[src/rtl/event_readout_fifo.sv]
// Event readout FIFO: buffers {peak, tail, time} events from the pulse detector and
// presents the oldest one to HPS PIOs. The HPS acknowledges each entry by toggling
// hps_read_bit, which is synchronized into this clock domain before being edge-detected.
module event_readout_fifo #(
  parameter int unsigned DEPTH       = 16,
  parameter int unsigned SYNC_STAGES = 2
) (
  input  logic                     clk,
  input  logic                     reset,
  input  logic                     evt_valid,
  input  logic [31:0]              evt_peak,
  input  logic [31:0]              evt_tail,
  input  logic [25:0]              evt_time,
  input  logic                     hps_read_bit,
  output logic [31:0]              ddc_peak_out,
  output logic [31:0]              ddc_tail_out,
  output logic [25:0]              ddc_time_out,
  output logic                     data_valid,
  output logic [$clog2(DEPTH):0]   fifo_count,
  output logic [15:0]              overflow_count
);

  localparam int unsigned PtrW     = $clog2(DEPTH);
  localparam int unsigned CntW     = PtrW + 1;
  // Edges after reset during which the edge reference just tracks the synchronizer.
  localparam int unsigned PrimeLen = SYNC_STAGES + 1;
  localparam int unsigned PrimeW   = $clog2(PrimeLen + 1);

  logic [89:0]            mem_q [DEPTH];
  logic [89:0]            evt_entry;
  logic [89:0]            head_q, head_d;
  logic                   valid_q, valid_d;
  logic [PtrW-1:0]        wr_ptr_q, wr_ptr_d;
  logic [PtrW-1:0]        rd_ptr_q, rd_ptr_d;
  logic [CntW-1:0]        count_q, count_d;
  logic [15:0]            ovf_q, ovf_d;
  logic [SYNC_STAGES-1:0] sync_q;
  logic                   edge_ref_q;
  logic [PrimeW-1:0]      prime_cnt_q;
  logic                   primed;
  logic                   pop_req;
  logic                   pop;
  logic                   push;

  assign evt_entry = {evt_peak, evt_tail, evt_time};
  assign primed    = (prime_cnt_q == PrimeW'(PrimeLen));
  assign pop_req   = primed && (sync_q[SYNC_STAGES-1] ^ edge_ref_q);

  // Synchronizer, edge reference and post-reset priming counter.
  always_ff @(posedge clk or posedge reset) begin
    if (reset) begin
      sync_q      <= '0;
      edge_ref_q  <= 1'b0;
      prime_cnt_q <= '0;
    end else begin
      sync_q[0] <= hps_read_bit;
      for (int i = 1; i < int'(SYNC_STAGES); i++) begin
        sync_q[i] <= sync_q[i-1];
      end
      edge_ref_q <= sync_q[SYNC_STAGES-1];
      if (!primed) begin
        prime_cnt_q <= prime_cnt_q + PrimeW'(1);
      end
    end
  end

  // Next-state for pointers, count, presented head and overflow counter.
  always_comb begin
    pop      = pop_req && (count_q != '0);
    // Pop is applied first, so a full buffer still accepts a push on a pop edge.
    push     = evt_valid && ((count_q != CntW'(DEPTH)) || pop);
    wr_ptr_d = wr_ptr_q;
    rd_ptr_d = rd_ptr_q;
    count_d  = count_q;
    head_d   = head_q;
    valid_d  = valid_q;
    ovf_d    = ovf_q;

    if (push) wr_ptr_d = wr_ptr_q + PtrW'(1);
    if (pop)  rd_ptr_d = rd_ptr_q + PtrW'(1);

    case ({push, pop})
      2'b10:   count_d = count_q + CntW'(1);
      2'b01:   count_d = count_q - CntW'(1);
      default: count_d = count_q;
    endcase

    if (evt_valid && !push && (ovf_q != 16'hffff)) begin
      ovf_d = ovf_q + 16'd1;
    end

    if (pop) begin
      if (count_q == CntW'(1)) begin
        // Last entry leaves; a coincident push becomes the head directly.
        head_d  = push ? evt_entry : '0;
        valid_d = push;
      end else begin
        head_d  = mem_q[rd_ptr_d];
        valid_d = 1'b1;
      end
    end else if (push && (count_q == '0)) begin
      head_d  = evt_entry;
      valid_d = 1'b1;
    end
  end

  // Control state registers.
  always_ff @(posedge clk or posedge reset) begin
    if (reset) begin
      wr_ptr_q <= '0;
      rd_ptr_q <= '0;
      count_q  <= '0;
      head_q   <= '0;
      valid_q  <= 1'b0;
      ovf_q    <= '0;
    end else begin
      wr_ptr_q <= wr_ptr_d;
      rd_ptr_q <= rd_ptr_d;
      count_q  <= count_d;
      head_q   <= head_d;
      valid_q  <= valid_d;
      ovf_q    <= ovf_d;
    end
  end

  // Entry storage; contents need no reset since count gates every read.
  always_ff @(posedge clk) begin
    if (push) begin
      mem_q[wr_ptr_q] <= evt_entry;
    end
  end

  assign ddc_peak_out   = head_q[89:58];
  assign ddc_tail_out   = head_q[57:26];
  assign ddc_time_out   = head_q[25:0];
  assign data_valid     = valid_q;
  assign fifo_count     = count_q;
  assign overflow_count = ovf_q;

endmodule

[config.mk]
export PLATFORM = sky130hd
export DESIGN_NAME = event_readout_fifo
export DESIGN_NICKNAME = d
export VERILOG_FILES = /design/src/rtl/event_readout_fifo.sv
export SDC_FILE = /design/constraint.sdc
export NUM_CORES = 2
export LEC_CHECK = 0
export BUFFER_PORTS_ARGS = -buffer_cell sky130_fd_sc_hd__clkbuf_2
export CORE_ASPECT_RATIO = 1.75
export CORE_UTILIZATION = 50
export DETAILED_ROUTE_END_ITERATION = 16
export GPL_ROUTABILITY_DRIVEN = 0
export HOLD_SLACK_MARGIN = 0.05
export PLACE_DENSITY = 0.78
export RECOVER_POWER = 100
export SYNTH_ARGS = -nofsm -noshare
export SYNTH_HDL_FRONTEND = slang
export SYNTH_SLANG_ARGS = --single-unit
[constraint.sdc]
create_clock -name clk -period 9.5 [get_ports clk]
set_clock_uncertainty 0.2 [all_clocks]
set_input_delay 0.95 -clock clk [delete_from_list [all_inputs] [get_ports clk]]
set_output_delay 0.95 -clock clk [all_outputs]
set_load 0.1 [all_outputs]
==> flow_metrics.py <==
metrics = {
    "critical_path": {
        "crit_slowest_cell": "clkbuf_1",
        "crit_path_start_kind": "flip-flop",
        "worstPathRequired_ns": 9.99,
        "worstPathArrival_ns": 7.95,
        "r2r_slack_ns": 2.04,
        "path_max_fanout": 61,
        "worstSetupStartpoint": "fifo_count[0]",
        "critPathMostFrequentCell": "inv_1",
        "end_kind": "flip-flop",
        "path_cells": "inv_1 -> ha_1 -> or4b_1 -> nand3_1 -> inv_1 -> a21oi_1 -> clkbuf_1 -> buf_4 -> a22o_1 -> a311o_1",
        "criticalPathCategory": "reg -> reg",
        "timing.rr.end": "head_q[6]",
        "reg2reg_depth": 10,
        "reg2reg_from": "fifo_count[0]",
        "cpPeakStageDelay_ns": 3.62,
    },
    "cells_and_area": {
        "finalNonFillerCells": 5328,
        "fillers": 8993,
        "final_common_cell": "edfxtp_1",
        "final_layout_size_suffix_gt1_frac": 0.0994,
        "areaGrowthSynthToFinish_pct": 11.4,
        "fin_nets": 3786,
        "mostFrequentLayoutCells": "edfxtp_1 (1440), nand2_1 (418), mux2i_1 (294)",
    },
    "worst_hold_path": {
        "whs_endpoint": "sync_q[1]",
        "hold_depth": 0,
        "min_path_type": "reg -> reg",
        "min_from": "sync_q[0]",
    },
    "sta": {
        "tightestPinTransition_ns": 5.24,
        "period_share": 0.785,
        "slew_viol_final": 1554,
        "post-route-min-period_ns": 7.46,
        "finalSetupViolCount": 0,
        "timing.slew.headroom": -2.49,
        "finalHoldViolations": 0,
        "rsz0062_at_grt": "false",
        "tns_ns": 0,
        "fmax_mhz": 134,
    },
    "global_routing": {
        "grt_overflow_total": 0,
        "grt_pass1_wl_um": 225000,
        "antenna_found_initial": 18,
        "grtUsageTotal": 0.254,
        "grt_pass1_vias": 34924,
        "grt_start_max_net_pins": 163,
    },
    "synth": {
        "ys.flop_type": "edfxtp_1",
        "ys_types": 58,
        "netlist_instances": 3490,
        "ys_warn_count": 0,
        "ys_ff_latch": 1565,
        "ys_seq_area_frac": 0.768,
        "async_flop_share": 0.0799,
        "syn_avg_cell_area_um2": 17.3,
        "synth_edf_count": 1440,
        "mappedNetlistArea_mm2": 0.0603,
        "syn_nets": 3596,
    },
    "clocking": {
        "clkSinkCount": 1565,
        "cts_setup_buffers": 0,
        "tritoncts": "yes",
        "cts-root-buf": "clkbuf_16",
        "clock_latency_ns": 0.77,
        "cts_buffers": 136,
        "cts.htree.levels": 4,
        "clockBufferDepth": 3,
        "clk_pin_slew_ns": 0.07,
    },
    "power_and_ir_drop": {
        "p_per_area_mw_per_mm2": 338,
        "power_w": 0.0227,
        "peakVddDrop_uv": 331,
        "p_leak_nw": 22.5,
    },
    "drt": {
        "wl_um": 155000,
        "drtPass1Iterations": 6,
        "wl_per_cell_um": 29.1,
        "drc": 0,
        "viasPerCell": 6.41,
        "drt_iter0_markers": 3886,
        "ant_nets": 0,
        "vias": 34173,
    },
    "placed_design": {
        "hpwl_um": 80100,
        "numPortBuffers": 205,
        "dpl.cell_count": 5071,
    },
    "outcome": {
        "outcome": "finished, violations left",
        "violations": "capacitance limit, slew limit",
    },
    "run": {
        "maxCapViolCount": 46,
    },
    "die": {
        "rows": 168,
        "die_w_um": 265,
        "initial_utilization": 0.504,
        "core_area_mm2": 0.120,
        "die_h_um": 462,
        "die-area_mm2": 0.122,
        "io_pins": 206,
    },
}
==> through the flow <==
stage               setup slack (ns)  utilization  hold WS (ns)  cell area [um2]
floorplan                      0.226            -         0.131            60300
global placement                4.23        0.527         0.143            63100
detailed placement              4.11        0.527         0.144            63100
CTS                             4.09        0.565        0.0857            67800
global route                    1.99        0.561         0.125            67200
finish                          2.04        0.561         0.158            67200
==> critical path, delay by kind of cell, from the launching register on <==
kind                       cells  cell delay, ns
AOI/OAI and AO/OA              3            0.61
adders and majority gates      1            0.18
buffers and inverters          4            4.92
DFF                            1            0.46
and+or+nand+nor                2            1.00
==> Yosys cell counts, types with 7 or more instances <==
library cell / n / area share
buf_1: 15 / 0.00093
nor2_1: 21 / 0.0013
inv_1: 13 / 0.00081
ha_1: 12 / 0.0025
a311o_1: 67 / 0.011
xor2_1: 11 / 0.0016
a221o_1: 46 / 0.0076
nand3_1: 169 / 0.014
mux4_2: 90 / 0.034
a22oi_1: 23 / 0.0029
buf_2: 57 / 0.0047
o21ai_0: 137 / 0.011
clkbuf_1: 143 / 0.0089
a31oi_1: 69 / 0.0072
xnor2_1: 16 / 0.0023
nor3_1: 7 / 0.00058
edfxtp_1: 1440 / 0.72
a221oi_1: 66 / 0.0096
buf_6: 11 / 0.0021
a22o_1: 67 / 0.0097
mux2i_1: 294 / 0.049
nand2_1: 418 / 0.026
a21oi_1: 29 / 0.0024
a32oi_1: 67 / 0.0097
nand4_1: 7 / 0.00073
dfrtp_1: 125 / 0.052
o211ai_2: 19 / 0.0039
==> state kept, by name, indices dropped and copies added, names as in the netlist <==
signal          count
sync_q              2
rd_ptr_q            4
mem_q            1440
head_q             90
wr_ptr_q            4
edge_ref_q          1
overflow_count     16
prime_cnt_q         2
fifo_count          5
data_valid          1
==> what timing repair did <==
item | in CTS | in global routing
hold endpoints to repair | 27 | 0
resized for setup | 0 | 0
hold buffers | 1 | 0
==> how the worst max path moves through the flow <==
| stage | end | depth (start not counted) |
|---|---|---|
| after floorplan | mem_q[3][0] | 6 |
| after global placement | head_q[34] | 12 |
| after detailed placement | head_q[38] | 12 |
| after CTS | head_q[38] | 12 |
| after global routing | head_q[30] | 12 |
| final | head_q[6] | 10 |
==> kinds of logic after synthesis <==
logic type / after synthesis / synth area share
DFF: 1565 / 0.768
AOI/OAI and AO/OA: 606 / 0.0778
xor gates and xnor gates: 29 / 0.00446
buffers and inverters: 244 / 0.0179
adders and majority gates: 12 / 0.00249
muxes: 388 / 0.0831
and+or+nand+nor: 646 / 0.0459
==> final cells by class <==
class / instances / area (um2) / area share
clock buffers: 188 / 3800 / 0.0565
well taps: 1530 / 1910 / 0.0285
inverters: 16 / 67.6 / 0.00100
flip-flops and latches: 1565 / 46400 / 0.690
clock inverters: 61 / 822 / 0.0122
repair buffers: 280 / 1240 / 0.0184
diodes: 7 / 17.5 / 0.000261
multi-input cells: 1681 / 13000 / 0.193
==> where the power goes <==
| part | internal, W | switching, W |
|---|---|---|
| Combinational | 0.00229 | 0.00586 |
| Sequential | 0.00847 | 0.000391 |
| Clock | 0.00324 | 0.00248 |
| Total | 0.0140 | 0.00873 |
==> layer usage <==
metal | track usage | wire [um]
met1 | 0.309 | 55800
met2 | 0.440 | 79100
met3 | 0.0488 | 13800
met4 | 0.113 | 6250
met5 | 0 | 81
No activity file was read; power rests on OpenSTA's default activity.
